`src/rtl/prach_pkg.sv`:
```
// Shared types and defaults for the PRACH half-band pre-stage (phase splitter + ping-pong buffer).
package prach_pkg;

  localparam int unsigned NUM_CHANNEL_DEF = 16;
  localparam int unsigned DATA_WIDTH_DEF  = 16;

  typedef logic signed [DATA_WIDTH_DEF-1:0] sample_t;

  typedef enum logic {
    IDLE,
    DRAIN
  } rd_state_e;

endpackage

```
`src/rtl/prach_pp_ram.sv`:
```
// Ping-pong frame store: 2 banks x 2 phases x N words, one write port and a
// paired phase-0/phase-1 read with one cycle of latency.
module prach_pp_ram
  import prach_pkg::*;
#(
  parameter int unsigned NUM_CHANNEL = NUM_CHANNEL_DEF,
  parameter int unsigned DATA_WIDTH  = DATA_WIDTH_DEF,
  localparam int unsigned CW         = $clog2(NUM_CHANNEL)
) (
  input  logic                  clk_i,
  input  logic                  we_i,
  input  logic                  wbank_i,
  input  logic                  wphase_i,
  input  logic [CW-1:0]         wchn_i,
  input  logic [DATA_WIDTH-1:0] wdata_i,
  input  logic                  rbank_i,
  input  logic [CW-1:0]         rchn_i,
  output logic [DATA_WIDTH-1:0] rdata0_o,
  output logic [DATA_WIDTH-1:0] rdata1_o
);

  logic [DATA_WIDTH-1:0] mem_q [4*NUM_CHANNEL];

  always_ff @(posedge clk_i) begin
    if (we_i) begin
      mem_q[{wbank_i, wphase_i, wchn_i}] <= wdata_i;
    end
    rdata0_o <= mem_q[{rbank_i, 1'b0, rchn_i}];
    rdata1_o <= mem_q[{rbank_i, 1'b1, rchn_i}];
  end

endmodule

```
`src/rtl/prach_hb1_pre.sv`:
```
// Phase splitter feeding prach_hb1_ch: buffers a two-phase TDM pair frame and
// re-emits it as one dense N-cycle burst of (even, odd) sample pairs.
module prach_hb1_pre
  import prach_pkg::*;
#(
  parameter int unsigned NUM_CHANNEL = NUM_CHANNEL_DEF,
  parameter int unsigned DATA_WIDTH  = DATA_WIDTH_DEF
) (
  input  logic                         clk,
  input  logic                         rst_n,
  input  logic signed [DATA_WIDTH-1:0] din_dq,
  input  logic                         din_dv,
  input  logic [7:0]                   din_chn,
  input  logic                         sync_in,
  output logic signed [DATA_WIDTH-1:0] dout_dp1,
  output logic signed [DATA_WIDTH-1:0] dout_dp2,
  output logic                         dout_dv,
  output logic [7:0]                   dout_chn,
  output logic                         sync_out,
  output logic                         err_seq
);

  localparam int unsigned CW = $clog2(NUM_CHANNEL);
  localparam int unsigned IW = CW + 1;
  localparam logic [IW-1:0] LastIdx = IW'(2 * NUM_CHANNEL - 1);
  localparam logic [CW-1:0] LastChn = CW'(NUM_CHANNEL - 1);

  logic [IW-1:0] wr_idx_q, wr_idx_d, idx_eff;
  logic          wr_bank_q, wr_bank_d;
  logic [1:0]    sync_tag_q, sync_tag_d, tag_eff;
  logic          err_q, err_d;
  logic          start_q, start_d;
  logic          start_bank_q, start_bank_d;
  logic          start_sync_q, start_sync_d;
  logic          we;

  rd_state_e     state_q, state_d;
  logic [CW-1:0] rd_cnt_q, rd_cnt_d;
  logic          rd_bank_q, rd_bank_d;
  logic          rd_sync_q, rd_sync_d;
  logic          rbank;
  logic [CW-1:0] rchn;
  logic [DATA_WIDTH-1:0] rdata0, rdata1;

  // Writer: sync_in rewinds the index before the same-cycle write is placed.
  always_comb begin
    idx_eff = sync_in ? '0 : wr_idx_q;
    tag_eff = sync_tag_q;
    if (sync_in) tag_eff[wr_bank_q] = 1'b1;
    wr_idx_d     = idx_eff;
    wr_bank_d    = wr_bank_q;
    sync_tag_d   = tag_eff;
    err_d        = err_q;
    start_d      = 1'b0;
    start_bank_d = start_bank_q;
    start_sync_d = start_sync_q;
    we           = 1'b0;
    if (din_dv) begin
      if (din_chn == 8'(idx_eff[CW-1:0])) begin
        we = 1'b1;
        if (idx_eff == LastIdx) begin
          wr_idx_d               = '0;
          wr_bank_d              = ~wr_bank_q;
          start_d                = 1'b1;
          start_bank_d           = wr_bank_q;
          start_sync_d           = tag_eff[wr_bank_q];
          sync_tag_d[wr_bank_q]  = 1'b0;
        end else begin
          wr_idx_d = idx_eff + 1'b1;
        end
      end else begin
        err_d    = 1'b1;
        wr_idx_d = '0;
      end
    end
  end

  always_ff @(posedge clk or negedge rst_n) begin
    if (!rst_n) begin
      wr_idx_q     <= '0;
      wr_bank_q    <= 1'b0;
      sync_tag_q   <= '0;
      err_q        <= 1'b0;
      start_q      <= 1'b0;
      start_bank_q <= 1'b0;
      start_sync_q <= 1'b0;
    end else begin
      wr_idx_q     <= wr_idx_d;
      wr_bank_q    <= wr_bank_d;
      sync_tag_q   <= sync_tag_d;
      err_q        <= err_d;
      start_q      <= start_d;
      start_bank_q <= start_bank_d;
      start_sync_q <= start_sync_d;
    end
  end

  prach_pp_ram #(
    .NUM_CHANNEL (NUM_CHANNEL),
    .DATA_WIDTH  (DATA_WIDTH)
  ) u_ram (
    .clk_i    (clk),
    .we_i     (we),
    .wbank_i  (wr_bank_q),
    .wphase_i (idx_eff[CW]),
    .wchn_i   (idx_eff[CW-1:0]),
    .wdata_i  (din_dq),
    .rbank_i  (rbank),
    .rchn_i   (rchn),
    .rdata0_o (rdata0),
    .rdata1_o (rdata1)
  );

  always_ff @(posedge clk or negedge rst_n) begin
    if (!rst_n) begin
      state_q   <= IDLE;
      rd_cnt_q  <= '0;
      rd_bank_q <= 1'b0;
      rd_sync_q <= 1'b0;
    end else begin
      state_q   <= state_d;
      rd_cnt_q  <= rd_cnt_d;
      rd_bank_q <= rd_bank_d;
      rd_sync_q <= rd_sync_d;
    end
  end

  // A start arriving mid-drain cannot happen with legal input rates and is ignored.
  always_comb begin
    state_d   = state_q;
    rd_cnt_d  = rd_cnt_q;
    rd_bank_d = rd_bank_q;
    rd_sync_d = rd_sync_q;
    case (state_q)
      IDLE: begin
        if (start_q) begin
          state_d   = DRAIN;
          rd_cnt_d  = '0;
          rd_bank_d = start_bank_q;
          rd_sync_d = start_sync_q;
        end
      end
      DRAIN: begin
        if (rd_cnt_q == LastChn) state_d = IDLE;
        else                     rd_cnt_d = rd_cnt_q + 1'b1;
      end
      default: state_d = IDLE;
    endcase
  end

  // Read one word ahead so the RAM latency lines up with the drain counter.
  always_comb begin
    if (state_q == DRAIN) begin
      rbank = rd_bank_q;
      rchn  = rd_cnt_q + 1'b1;
    end else begin
      rbank = start_bank_q;
      rchn  = '0;
    end
  end

  always_comb begin
    dout_dv  = (state_q == DRAIN);
    dout_dp2 = dout_dv ? rdata0 : '0;
    dout_dp1 = dout_dv ? rdata1 : '0;
    dout_chn = dout_dv ? 8'(rd_cnt_q) : 8'd0;
    sync_out = dout_dv && (rd_cnt_q == '0) && rd_sync_q;
    err_seq  = err_q;
  end

endmodule

```
`config.mk`:
```
export PLATFORM = sky130hd
export DESIGN_NAME = prach_hb1_pre
export DESIGN_NICKNAME = d
export VERILOG_FILES = /design/src/rtl/prach_pkg.sv /design/src/rtl/prach_pp_ram.sv /design/src/rtl/prach_hb1_pre.sv
export SDC_FILE = /design/constraint.sdc
export NUM_CORES = 1
export LEC_CHECK = 0
export CAP_MARGIN = 10
export CELL_PAD_IN_SITES_DETAIL_PLACEMENT = 1
export CELL_PAD_IN_SITES_GLOBAL_PLACEMENT = 1
export CORE_MARGIN = 1
export CORE_UTILIZATION = 45
export DETAILED_ROUTE_END_ITERATION = 16
export GPL_ROUTABILITY_DRIVEN = 0
export PLACE_DENSITY = 0.68
export SLEW_MARGIN = 25
export SYNTH_ARGS = -nofsm -noshare
export SYNTH_HDL_FRONTEND = slang
export SYNTH_HIERARCHICAL = 1
export SYNTH_SLANG_ARGS = --single-unit
```
`constraint.sdc`:
```
create_clock -name clk -period 8.6 [get_ports clk]
set_clock_uncertainty 0.05 [all_clocks]
set_input_delay 1.72 -clock clk [delete_from_list [all_inputs] [get_ports clk]]
set_output_delay 1.72 -clock clk [all_outputs]
set_load 0.05 [all_outputs]
```
==> run_results.csv <==
group,metric,value,unit
worst_setup_path,crit_required,8.84,ns
sta,rsz0062_at_grt,"no",
global_route,antenna_found_initial,1,
clock_tree,clk_pin_slew,0.06,ns
worst_setup_path,path_depth,8,
cells_and_area,final_layout_size_suffix_gt1_share,10.2,%
die,dieArea,94800,um^2
status,status,"completed",
worst_setup_path,critical_path.top_delay_family,"simple AND/OR/NAND/NOR gates",
placed_design,dpl.hpwl,61500,um
die,die_h,308,um
sta,tightest_slew,1.07,ns
sta,setup_violations,0,
clock_tree,cts_buffers,108,
clock_tree,cts_buffer_depth,3,
power_and_ir_drop,ir_drop,0.170,mV
synth,synth-main-ff-cell,"edfxtp_1",
worst_setup_path,crit_arrival,5.59,ns
route,postRouteAntennaNets,0,
worst_hold_path,worstHoldPathCells,1,
cells_and_area,num-fill-cells,8557,
die,ios,71,
global_route,grt_pass1_vias,23400,
synth,synth.avg_cell_area,17.0,um^2
route,vias,22500,
synth,synth_edf_count,1024,
clock_tree,cts_resized,0,
sta,period_share,62.2,%
route,drc,0,
power_and_ir_drop,power.total,0.0104,W
worst_setup_path,slowest_stage,"nor2_2",
cells_and_area,fin_cells,3921,
worst_setup_path,r2r_cells,7,
global_route,grt_pass1_wl,158000,um
synth,synthArstFlopShare,1.77,%
die,design.core.area,92200,um^2
clock_tree,post_cts_buffers,0,
power_and_ir_drop,power_density,219,nW/um^2
worst_setup_path,path_class,"input port to flop",
worst_setup_path,crit_path_max_incr_delay,0.82,ns
sta,fmax,187,MHz
worst_hold_path,min_path_type,"flop to flop",
job,maxCapViolations,0,
sta,slew-limit-headroom,28.5,%
sta,maxSlewViolCount,0,
synth,seq_area_frac_synth,75.6,%
synth,synth_top_area_share,73.0,%
synth,yosys.area.top_type,"edfxtp_1",
worst_setup_path,rrSetupSlack,4.18,ns
worst_setup_path,cp-end-kind,"flop",
die,rows,111,
placed_design,place_inst,3725,
clock_tree,cts_hold_buf,0,
placed_design,dp_slack,2.70,ns
route,post_drt_wl_per_cell,27.7,um
global_route,grtUsageTotal,22.9,%
synth,synthDistinctLibCells,51,
cells_and_area,seqCellArea,31900,um^2
synth,yosys-top-cells-area,"edfxtp_1 (73%), mux2i_1 (12%), a22oi_1 (1.7%)",
global_route,grt_start_max_net_pins,131,
cells_and_area,multi_input_area,9450,um^2
worst_setup_path,path_max_fanout,17,
synth,synth-seq-cells,1075,
global_route,overflow,0,
cells_and_area,syn_to_final_growth,13.2,%
sta,hold_viol_final,0,
power_and_ir_drop,p_leak,14.4,nW
clock_tree,clock_latency,0.68,ns
cells_and_area,fin_nets,2625,
worst_setup_path,cp.buffers_inverters,1,
route,drt-vias-per-instance,5.74,
sta,tns,0,ns
worst_setup_path,cp_cell_sequence,"clkdlybuf4s50_1 -> nand4bb_1 -> o2bb2ai_1 -> o211ai_1 -> nor2_1 -> nor2b_1 -> nand2_1 -> nor2_2",
placed_design,io_buffers,66,
clock_tree,cts_sinks,1075,
clock_tree,cts-root-buf,"clkbuf_16",
route,dr.first_iter.drc_count,2491,
worst_setup_path,cp-start-kind,"input port",
synth,yosysWarnings,6,
cells_and_area,final_cell_mix,"edfxtp_1 (1024), mux2i_1 (512), nand2_1 (114)",
sta,worst_slack,3.25,ns
die,die_w,308,um
sta,period_needed,5.35,ns
synth,synth_cells,2475,
route,firstDrtPassIters,5,
route,drt_wl_total,109000,um
clock_tree,h-tree-depth,3,
clock_tree,cts_tree,"built",
die,start_util,45.7,%
synth,syn_area,42100,um^2
cells_and_area,final_common_cell,"edfxtp_1",
==> synth_stat cells (2+ instances only) <==
cell and count:
nand2b_1 9, buf_6 15, buf_4 34, mux2_2 4, o21ba_2 2, nand4_1 2, mux2_4 2, inv_1 11
a21oi_1 100, dfxtp_1 32, nor2b_1 14, and2_1 39, xnor2_1 2, nand2_1 114, or3_1 2, buf_2 38
nor2_1 71, clkbuf_4 2, nand3_1 104, o2bb2ai_1 2, xor2_1 2, a31oi_1 33, a22o_1 64, edfxtp_1 1024
ha_1 4, buf_1 3, clkbuf_1 53, mux2i_1 512, dfrtp_1 19, nand3b_1 4, o21ai_0 5, a22oi_1 96
nor3_1 39
==> final timing paths <==
kind                                     start                             to
max                                    sync_in  u_ram/mem_q[48][10]$_DFFE_PP_
min                        err_seq$_DFFE_PN0P_            err_seq$_DFFE_PN0P_
max reg2reg                  dout_dv$_DFF_PN0_     u_ram/rdata1_o[15]$_DFF_P_
min reg2reg                err_seq$_DFFE_PN0P_            err_seq$_DFFE_PN0P_
max in group asynchronous                rst_n              dout_dv$_DFF_PN0_
min in group asynchronous                rst_n          wr_idx_q[0]$_DFF_PN0_
==> through the flow <==
stage | hold WS [ns] | area, um^2 | util, %
2_1_floorplan | 0.421 | 42100 | -
3_3_place_gp | 0.435 | 44200 | 47.9
3_5_place_dp | 0.414 | 44200 | 47.9
4_1_cts | 0.426 | 47600 | 51.7
5_1_grt | 0.433 | 47700 | 51.7
6_report | 0.414 | 47700 | 51.7
==> area by class of cell <==
cell class / instances / share of cell area [%]
Antenna cell: 1 / 0.00525
Clock buffer: 145 / 6.22
Clock inverter: 49 / 1.00
Inverter: 11 / 0.0866
Multi-Input combinational cell: 1247 / 19.8
Sequential cell: 1075 / 66.8
Tap cell: 1243 / 3.26
Timing Repair Buffer: 150 / 2.75
==> metal layers <==
layer	up-vias	GRT usage (%)	wire length, um
met3	141	4.10	6780
met2	658	36.0	51100
li1	9897	-	-
met1	11800	32.6	48200
met4	0	6.75	2630
met5	-	0	0
==> state kept, by name (all words and copies together) (netlist names), 2 cells and up <==
register,count
u_ram/mem_q,1024
u_ram/rdata0_o,16
u_ram/rdata1_o,16
wr_idx_q,5
rd_cnt_q,4
sync_tag_q,2
==> logic make-up (layout without fill, tap and decap cells) <==
logic type | count (synthesis) | after routing | share of synthesized area, %
AOI/OAI and AO/OA | 315 | 315 | 5.23
xor gates and xnor gates | 4 | 4 | 0.0832
adders and majority gates | 4 | 4 | 0.119
buffers and inverters | 156 | 355 | 2.09
DFF | 1075 | 1075 | 75.6
muxes | 518 | 518 | 12.3
other | 1 | 5 | 0.00890
and+or+nand+nor | 402 | 402 | 4.49
==> power breakdown <==
group | total, W | internal [W] | switching (W)
clock | 0.00458 | 0.00265 | 0.00193
combinational | 0.000128 | 0.0000108 | 0.000118
sequential | 0.00573 | 0.00573 | 0.0000000419
total | 0.0104 | 0.00839 | 0.00205
Power figures use the tool's default switching activity.
